[config.mk]
export PLATFORM = sky130hd
export DESIGN_NAME = aes_round_sequencer
export DESIGN_NICKNAME = d
export VERILOG_FILES = /design/src/rtl/aes_seq_pkg.sv /design/src/rtl/aes_rcon_gen.sv /design/src/rtl/aes_round_sequencer.sv
export SDC_FILE = /design/constraint.sdc
export NUM_CORES = 1
export LEC_CHECK = 0
export ABC_AREA = 1
export BUFFER_PORTS_ARGS = -buffer_cell sky130_fd_sc_hd__buf_2
export CAP_MARGIN = 20
export CORE_ASPECT_RATIO = 0.75
export CORE_UTILIZATION = 45
export DETAILED_ROUTE_END_ITERATION = 12
export PLACE_DENSITY = 0.69
export SLEW_MARGIN = 20
export SYNTH_ARGS = -nofsm -noshare
export SYNTH_HDL_FRONTEND = slang
export SYNTH_SLANG_ARGS = --single-unit
[constraint.sdc]
create_clock -name clk -period 1.8 [get_ports clk]
set_input_delay 0.36 -clock clk [delete_from_list [all_inputs] [get_ports clk]]
set_output_delay 0.36 -clock clk [all_outputs]
set_load 0.005 [all_outputs]
[src/rtl/aes_seq_pkg.sv]
// Shared definitions for the serial AES-128 round sequencer and its key-expansion neighbour:
// FSM encodings, round/phase constants and the GF(2^8) doubling used for Rcon.
package aes_seq_pkg;

    typedef enum logic [1:0] {
        IDLE   = 2'd0,
        LOAD   = 2'd1,
        ROUND  = 2'd2,
        UNLOAD = 2'd3
    } seq_state_t;

    localparam int          NUM_ROUNDS   = 10;
    localparam int          ROUND_CYCLES = 20;
    localparam int          DATA_CYCLES  = 16;
    localparam logic [7:0]  RCON_INIT    = 8'h01;

    // Multiply by x in GF(2^8) modulo the AES polynomial.
    function automatic logic [7:0] xtime(input logic [7:0] b);
        return {b[6:0], 1'b0} ^ (b[7] ? 8'h1b : 8'h00);
    endfunction

endpackage

[src/rtl/aes_rcon_gen.sv]
// Round-constant register: load restarts the sequence at 01, step advances it by xtime.
module aes_rcon_gen
    import aes_seq_pkg::*;
(
    input  logic       clk,
    input  logic       rst,
    input  logic       load,
    input  logic       step,
    output logic [7:0] rcon
);

    logic [7:0] r_rcon;

    always_ff @(posedge clk) begin
        if (rst || load) begin
            r_rcon <= RCON_INIT;
        end else if (step) begin
            r_rcon <= xtime(r_rcon);
        end
    end

    assign rcon = r_rcon;

endmodule

[src/rtl/aes_round_sequencer.sv]
// Control sequencer for the 8-bit serial AES-128 datapath: byte-stream load with initial
// AddRoundKey, ten 20-cycle rounds sharing one S-box with the key schedule, then byte unload.
module aes_round_sequencer #(
    parameter int NUM_ROUNDS   = aes_seq_pkg::NUM_ROUNDS,
    parameter int ROUND_CYCLES = aes_seq_pkg::ROUND_CYCLES
) (
    input  logic       clk,
    input  logic       rst,
    input  logic       start,
    input  logic       in_valid,
    output logic       in_ready,
    output logic       out_valid,
    input  logic       out_ready,
    output logic       byte_en,
    output logic       ark_en,
    output logic       sbox_sel,
    output logic       mix_en,
    output logic       key_step,
    output logic [7:0] rcon,
    output logic [3:0] round,
    output logic       busy,
    output logic       done
);
    import aes_seq_pkg::*;

    localparam logic [3:0] LAST_ROUND = 4'(NUM_ROUNDS);
    localparam logic [4:0] LAST_PHASE = 5'(ROUND_CYCLES - 1);
    localparam logic [4:0] DATA_PH    = 5'(DATA_CYCLES);

    seq_state_t r_state, w_state_next;
    logic [3:0] r_byte_cnt, w_byte_cnt_next;
    logic [4:0] r_phase, w_phase_next;
    logic [3:0] r_round, w_round_next;
    logic       r_done, w_done_next;
    logic       w_rcon_load, w_rcon_step;

    always_ff @(posedge clk) begin
        if (rst) begin
            r_state    <= IDLE;
            r_byte_cnt <= 4'd0;
            r_phase    <= 5'd0;
            r_round    <= 4'd0;
            r_done     <= 1'b0;
        end else begin
            r_state    <= w_state_next;
            r_byte_cnt <= w_byte_cnt_next;
            r_phase    <= w_phase_next;
            r_round    <= w_round_next;
            r_done     <= w_done_next;
        end
    end

    always_comb begin
        w_state_next    = r_state;
        w_byte_cnt_next = r_byte_cnt;
        w_phase_next    = r_phase;
        w_round_next    = r_round;
        w_done_next     = 1'b0;
        w_rcon_load     = 1'b0;
        w_rcon_step     = 1'b0;
        in_ready        = 1'b0;
        out_valid       = 1'b0;
        byte_en         = 1'b0;
        ark_en          = 1'b0;
        sbox_sel        = 1'b0;
        mix_en          = 1'b0;
        key_step        = 1'b0;
        case (r_state)
            IDLE: begin
                if (start) begin
                    w_state_next    = LOAD;
                    w_byte_cnt_next = 4'd0;
                    w_phase_next    = 5'd0;
                    w_round_next    = 4'd0;
                    w_rcon_load     = 1'b1;
                end
            end
            LOAD: begin
                in_ready = 1'b1;
                if (in_valid) begin
                    byte_en         = 1'b1;
                    ark_en          = 1'b1;
                    key_step        = 1'b1;
                    w_byte_cnt_next = r_byte_cnt + 4'd1;
                    if (r_byte_cnt == 4'hF) begin
                        w_state_next = ROUND;
                        w_round_next = 4'd1;
                        w_phase_next = 5'd0;
                    end
                end
            end
            ROUND: begin
                // Data phases own the S-box; the tail phases lend it to the key schedule.
                if (r_phase < DATA_PH) begin
                    byte_en  = 1'b1;
                    ark_en   = 1'b1;
                    key_step = 1'b1;
                    mix_en   = (r_phase[1:0] == 2'd3) && (r_round < LAST_ROUND);
                end else begin
                    sbox_sel = 1'b1;
                end
                if (r_phase == LAST_PHASE) begin
                    w_phase_next = 5'd0;
                    if (r_round < LAST_ROUND) begin
                        w_round_next = r_round + 4'd1;
                        w_rcon_step  = 1'b1;
                    end else begin
                        w_state_next    = UNLOAD;
                        w_byte_cnt_next = 4'd0;
                    end
                end else begin
                    w_phase_next = r_phase + 5'd1;
                end
            end
            UNLOAD: begin
                out_valid = 1'b1;
                if (out_ready) begin
                    byte_en         = 1'b1;
                    w_byte_cnt_next = r_byte_cnt + 4'd1;
                    if (r_byte_cnt == 4'hF) begin
                        w_state_next = IDLE;
                        w_done_next  = 1'b1;
                    end
                end
            end
            default: w_state_next = IDLE;
        endcase
    end

    aes_rcon_gen u_rcon (
        .clk  (clk),
        .rst  (rst),
        .load (w_rcon_load),
        .step (w_rcon_step),
        .rcon (rcon)
    );

    assign round = r_round;
    assign busy  = (r_state != IDLE);
    assign done  = r_done;

endmodule

==> flow_metrics.env, run 1 <==
export IMPL_antenna_found_initial=0
export IMPL_fp_coreArea_um2=3040
export IMPL_start_util=0.486
export IMPL_synth_cells=200
export IMPL_crit_slowest_cell="dfxtp_4"
export IMPL_clk_latency_ps=270
export IMPL_worstRegToRegCells=11
export IMPL_cp_start_kind="register"
export IMPL_layout_common_cells="38 x nand2_1, 25 x nor2_1, 25 x buf_2, 22 x dfxtp_1, 21 x inv_1"
export IMPL_grt_use_total=0.202
export IMPL_outcome="finished, violations left"
export IMPL_die_x_um=68.2
export IMPL_viasPerCell=4.96
export IMPL_setup_viol=2
export IMPL_grt_max_degree=15
export IMPL_path_clk_slew_ps=90
export IMPL_period_needed_ps=1810
export IMPL_root_buffer="clkbuf_8"
export IMPL_cts_path_max_buffers=2
export IMPL_critPathTopFamily="flip-flops"
export IMPL_cp_num_buf_inv=4
export IMPL_syn_cell_area_um2=1480
export IMPL_cts_sinks=24
export IMPL_max_stage_delay_ps=380
export IMPL_worst_pin_slew_ps=327
export IMPL_synth_edf_count=0
export IMPL_remaining_drc_errors=0
export IMPL_wire_per_inst_um=11.8
export IMPL_syn_area_per_cell_um2=7.39
export IMPL_drv_slew=0
export IMPL_vdd_drop_max_uv=724
export IMPL_critical_path_cell_chain="inv_6, ha_4, inv_4, or2_4, a31o_1, inv_1, buf_2"
export IMPL_r2r_slack_ps=210
export IMPL_synth_flop_cell="dfxtp_1"
export IMPL_hold_buffers=0
export IMPL_failed_checks="negative setup slack"
export IMPL_hold_depth=2
export IMPL_rows=17
export IMPL_max_freq_mhz=553
export IMPL_worst_path_max_fanout=4
export IMPL_dpl_cell_area_um2=1650
export IMPL_regArea_um2=485
export IMPL_r2r_end="r_state[1]$_SDFFE_PP0P_"
export IMPL_period_share=1.01
export IMPL_tritoncts="yes"
export IMPL_maxCapViolCount=0
export IMPL_yosysWarnings=0
export IMPL_drt_pass1_iterations=4
export IMPL_whs_endpoint="r_phase[3]$_SDFFE_PP0P_"
export IMPL_place_gp_congestion=0.868
export IMPL_hold_path_class="in -> reg"
export IMPL_nets=245
export IMPL_crit_path_end_kind="output pin"
export IMPL_synthArstFlopShare=0
export IMPL_hpwl_mm=2.38
export IMPL_grt_pass1_vias=1097
export IMPL_skew_ps=2.90
export IMPL_fill_cells=289
export IMPL_critPathLaunch="r_state[0]$_SDFFE_PP0P_"
export IMPL_ys_seq_elements=24
export IMPL_final_cell_area_um2=1780
export IMPL_finalWorstSetupSlack_ps=-9.72
export IMPL_final_core_util=0.585
export IMPL_synth_seq_area_share=0.325
export IMPL_power_leakage_nw=0.850
export IMPL_pin_count=26
export IMPL_synth_nets=213
export IMPL_power_density_nw_per_um2=1260
export IMPL_die_area_um2=3520
export IMPL_hold_violations=0
export IMPL_vias=1334
export IMPL_area_growth_syn_to_layout_pct=20.3
export IMPL_path_class="reg -> out"
export IMPL_final_common_cell="nand2_1"
export IMPL_relSlewSlack=0.782
export IMPL_htreeDepth=1
export IMPL_insertedDiodeCount=0
export IMPL_yosysUniqueCellTypes=31
export IMPL_r2r_start="r_state[1]$_SDFFE_PP0P_"
export IMPL_cts_buffers=3
export IMPL_cp_arrival_ps=1450
export IMPL_drtIter0Drc=94
export IMPL_multiInputGateArea_um2=891
export IMPL_wl_mm=3.18
export IMPL_layout_drive_gt1_share=0.294
export IMPL_ant_nets=0
export IMPL_port_buffer_count=25
export IMPL_die_height_um=51.6
export IMPL_rsz0062_at_grt="yes"
export IMPL_grt_pass1_wl_mm=5.21
export IMPL_overflow=0
export IMPL_cp_required_ps=1440
export IMPL_holdCritStartpoint="rst"
cell families after synthesis:
group / after synthesis / share of synthesized area
DFF: 24 / 0.325
and+or+nand+nor: 99 / 0.360
buffers and inverters: 32 / 0.0906
xor gates and xnor gates: 6 / 0.0356
adders and majority gates: 8 / 0.0677
AOI/OAI and AO/OA: 31 / 0.121
per-stage QoR:
stage / hold WS (ps) / worst slack, ps / cells / setup TNS (ps) / total power [mW]
2_1_floorplan: 459 / 28.6 / 200 / 0 / 1.45
3_3_place_gp: 459 / 176 / 262 / 0 / 1.66
3_5_place_dp: 462 / 177 / 262 / 0 / 1.66
4_1_cts: 393 / -23.3 / 267 / -69.5 / 2.17
5_1_grt: 395 / -82.5 / 269 / -252 / 2.42
6_report: 396 / -9.72 / 269 / -10.5 / 2.24
Yosys cell counts, types with 2 or more instances:
library cell / n / area share
nor2_1: 25 / 0.064
nor2_8: 2 / 0.027
nand2_2: 3 / 0.013
xor2_1: 5 / 0.030
inv_2: 5 / 0.013
inv_1: 23 / 0.058
ha_1: 8 / 0.068
nor2_2: 3 / 0.013
nand3_2: 3 / 0.020
a21oi_1: 17 / 0.058
or2_2: 2 / 0.0085
nand3_1: 9 / 0.030
nand2_4: 3 / 0.023
nand4_1: 7 / 0.030
nand2_1: 38 / 0.097
dfxtp_1: 24 / 0.33
o21ai_1: 9 / 0.030
timing repair:
action | in CTS | in global routing
resized for setup | 4 | 7
setup endpoints to repair | 4 | 4
pin swaps | 0 | 0
buffers inserted | 1 | 2
power breakdown:
group	leakage [nW]	total (mW)	switching, mW	internal [mW]
combinational	0.618	1.08	0.655	0.430
sequential	0.196	0.679	0.0787	0.601
clock	0.0357	0.475	0.178	0.297
total	0.850	2.24	0.911	1.33
layout make-up:
cell class                 count  area share
clock buffer                   3      0.0232
clock inverter                 1      0.0169
inverter                      29      0.0654
multi-input combinational    144       0.501
sequential                    24       0.273
tap                           38      0.0267
timing repair buffer          30      0.0936
routing by layer:
layer	routed length (um)	global-route usage
met1	1620	0.300
met2	1340	0.281
met3	184	0.0504
met4	40	0.0625
met5	0	0
how the worst max path moves through the flow:
stage                to  slack, ps  cells after the start
3_5_place_dp    byte_en        180                      7
5_1_grt         byte_en        -80                      7
3_3_place_gp   key_step        180                      6
4_1_cts          ark_en        -20                      5
2_1_floorplan  key_step         30                      7
6_report        byte_en        -10                      7
registers in the layout, indices dropped and copies added, names as in the netlist:
signal and count:
done 1, round 4, r_phase 5, u_rcon.rcon 8
r_state 2, r_byte_cnt 4
(Power assumes the default switching activity.)
==> inputs of run 2 (changes only) <==
CORE_ASPECT_RATIO = not set   (was 0.75)
==> run 2 against run 1 <==
  * The flow still finishes with violations (negative setup slack)
  * Utilization fell by 0.45 points
  * Non-clock buffer count up 2
  * Cell count up 3.0%
  * Clock power is 16% lower
  * First-iteration DRC count is 19% lower
  * Sequential share of layout area fell by 0.11 points
  * Die area about the same
  * Critical endpoint unchanged
  * Largest cell class unchanged
==> flow_metrics.env, run 2 (synthesis gave the netlist of run 1 again) <==
export IMPL_r2r_end="r_state[0]$_SDFFE_PP0P_"
export IMPL_total_power_mw=2.19
export IMPL_period_needed_ps=1850
export IMPL_vdd_drop_max_uv=811
export IMPL_hold_depth=3
export IMPL_fill_cells=298
export IMPL_place_gp_congestion=0.803
export IMPL_drt_pass1_iterations=4
export IMPL_worstRegToRegCells=11
export IMPL_grt_use_total=0.192
export IMPL_area_growth_syn_to_layout_pct=20.8
export IMPL_critical_path_cell_chain="inv_4, ha_4, inv_4, or2_4, a31o_1, inv_1, buf_2"
export IMPL_final_common_cell="nand2_1"
export IMPL_clk_latency_ps=320
export IMPL_cts_buffers=3
export IMPL_max_freq_mhz=542
export IMPL_power_leakage_nw=0.848
export IMPL_period_share=1.03
export IMPL_layout_common_cells="38 x nand2_1, 25 x nor2_1, 25 x buf_2, 22 x dfxtp_1, 20 x inv_1"
export IMPL_rsz0062_at_grt="yes"
export IMPL_worst_path_max_fanout=3
export IMPL_tritoncts="yes"
export IMPL_htreeDepth=1
export IMPL_cp_num_buf_inv=4
export IMPL_layout_drive_gt1_share=0.313
export IMPL_r2r_slack_ps=160
export IMPL_place_ws_ps=177
export IMPL_relSlewSlack=0.775
export IMPL_grt_max_degree=15
export IMPL_failed_checks="negative setup slack"
export IMPL_crit_path_end_kind="output pin"
export IMPL_outcome="finished, violations left"
export IMPL_cp_required_ps=1440
export IMPL_root_buffer="clkbuf_4"
export IMPL_hpwl_mm=2.27
export IMPL_largest_reg_flops=8
export IMPL_cts_sinks=24
export IMPL_antenna_found_initial=0
export IMPL_nets=247
export IMPL_cts_path_max_buffers=2
export IMPL_cp_depth=7
export IMPL_whs_endpoint="done$_SDFF_PP0_"
export IMPL_power_density_nw_per_um2=1230
export IMPL_overflow=0
export IMPL_start_util=0.480
export IMPL_worst_pin_slew_ps=337
export IMPL_pin_count=26
export IMPL_hold_violations=0
export IMPL_max_stage_delay_ps=360
export IMPL_die_area_um2=3520
export IMPL_instances_no_fill=277
export IMPL_drv_slew=0
export IMPL_insertedDiodeCount=0
export IMPL_crit_slowest_cell="dfxtp_2"
export IMPL_wire_per_inst_um=11.3
export IMPL_grt_pass1_vias=1182
export IMPL_r2r_start="r_state[0]$_SDFFE_PP0P_"
export IMPL_path_clk_slew_ps=140
export IMPL_rows=20
export IMPL_critPathTopFamily="flip-flops"
export IMPL_skew_ps=4.11
export IMPL_maxCapViolCount=0
export IMPL_die_x_um=59.3
export IMPL_drtIter0Drc=76
export IMPL_port_buffer_count=25
export IMPL_hold_buffers=0
export IMPL_hold_path_class="in -> reg"
export IMPL_fp_coreArea_um2=3080
export IMPL_grt_pass1_wl_mm=5.17
export IMPL_placed_cells=268
export IMPL_cpMostUsedCell="inv_4"
export IMPL_viasPerCell=4.74
export IMPL_vias=1313
export IMPL_path_class="reg -> out"
export IMPL_wl_mm=3.12
export IMPL_die_height_um=59.3
export IMPL_finalWorstSetupSlack_ps=-46.2
export IMPL_holdCritStartpoint="out_ready"
export IMPL_remaining_drc_errors=0
export IMPL_ant_nets=0
export IMPL_cp_start_kind="register"
export IMPL_cp_arrival_ps=1490
export IMPL_setup_viol=2
## run 2: changes by cell type in the layout (fill, tap and decap cells not counted), sizes merged
cell and delta:
buf +2
## run 2: stage by stage
stage	hold slack (ps)	util	setup TNS [ps]	cell area, um^2
6_report	305	0.580	-80.6	1790
5_1_grt	304	0.580	-294	1790
4_1_cts	301	0.577	-221	1780
3_5_place_dp	456	0.537	0	1650
3_3_place_gp	459	0.537	0	1650
2_1_floorplan	459	-	0	1480
## run 2: where the power goes
part / internal [mW] / leakage, nW / switching (mW) / total (mW)
clock network: 0.225 / 0.0279 / 0.176 / 0.401
registers: 0.600 / 0.196 / 0.0729 / 0.673
logic: 0.450 / 0.624 / 0.669 / 1.12
## run 2: area by class of cell
class | instances | area (um^2) | share of cell area
Clock inverter | 1 | 30.0 | 0.0168
Clock buffer | 3 | 22.5 | 0.0126
Tap cell | 44 | 55.1 | 0.0308
Sequential cell | 24 | 485 | 0.272
Multi-Input combinational cell | 144 | 897 | 0.502
Timing Repair Buffer | 32 | 181 | 0.102
Inverter | 29 | 114 | 0.0638
## run 2: how the worst max path moves through the flow
stage               endpoint               startpoint  slack, ps
floorplan           key_step  r_state[0]$_SDFFE_PP0P_         30
global placement     byte_en  r_state[0]$_SDFFE_PP0P_        210
detailed placement   byte_en  r_state[0]$_SDFFE_PP0P_        180
CTS                  byte_en  r_state[0]$_SDFFE_PP0P_        -70
global route         byte_en  r_state[0]$_SDFFE_PP0P_       -100
finish               byte_en  r_state[0]$_SDFFE_PP0P_        -50
## run 2: timing repair
item | 4_1_cts | 5_1_grt
endpoints found under the setup margin | 5 | 6
resized for setup | 8 | 5
pin swaps | 4 | 4
setup buffers | 5 | 0
## run 2: worst min-delay path, delay by kind of cell
family / cells / cell delay (ps)
and+or+nand+nor: 2 / 130
buffers and inverters: 1 / 110
## run 2: routing by layer
| layer | wire, um | GRT usage | vias up | share of wire |
|---|---|---|---|---|
| li1 | - | - | 710 | - |
| met1 | 1570 | 0.259 | 578 | 0.50 |
| met2 | 1390 | 0.318 | 21 | 0.45 |
| met3 | 124 | 0.0197 | 4 | 0.040 |
| met4 | 33 | 0.0680 | 0 | 0.011 |
| met5 | 0 | 0 | - | 0 |
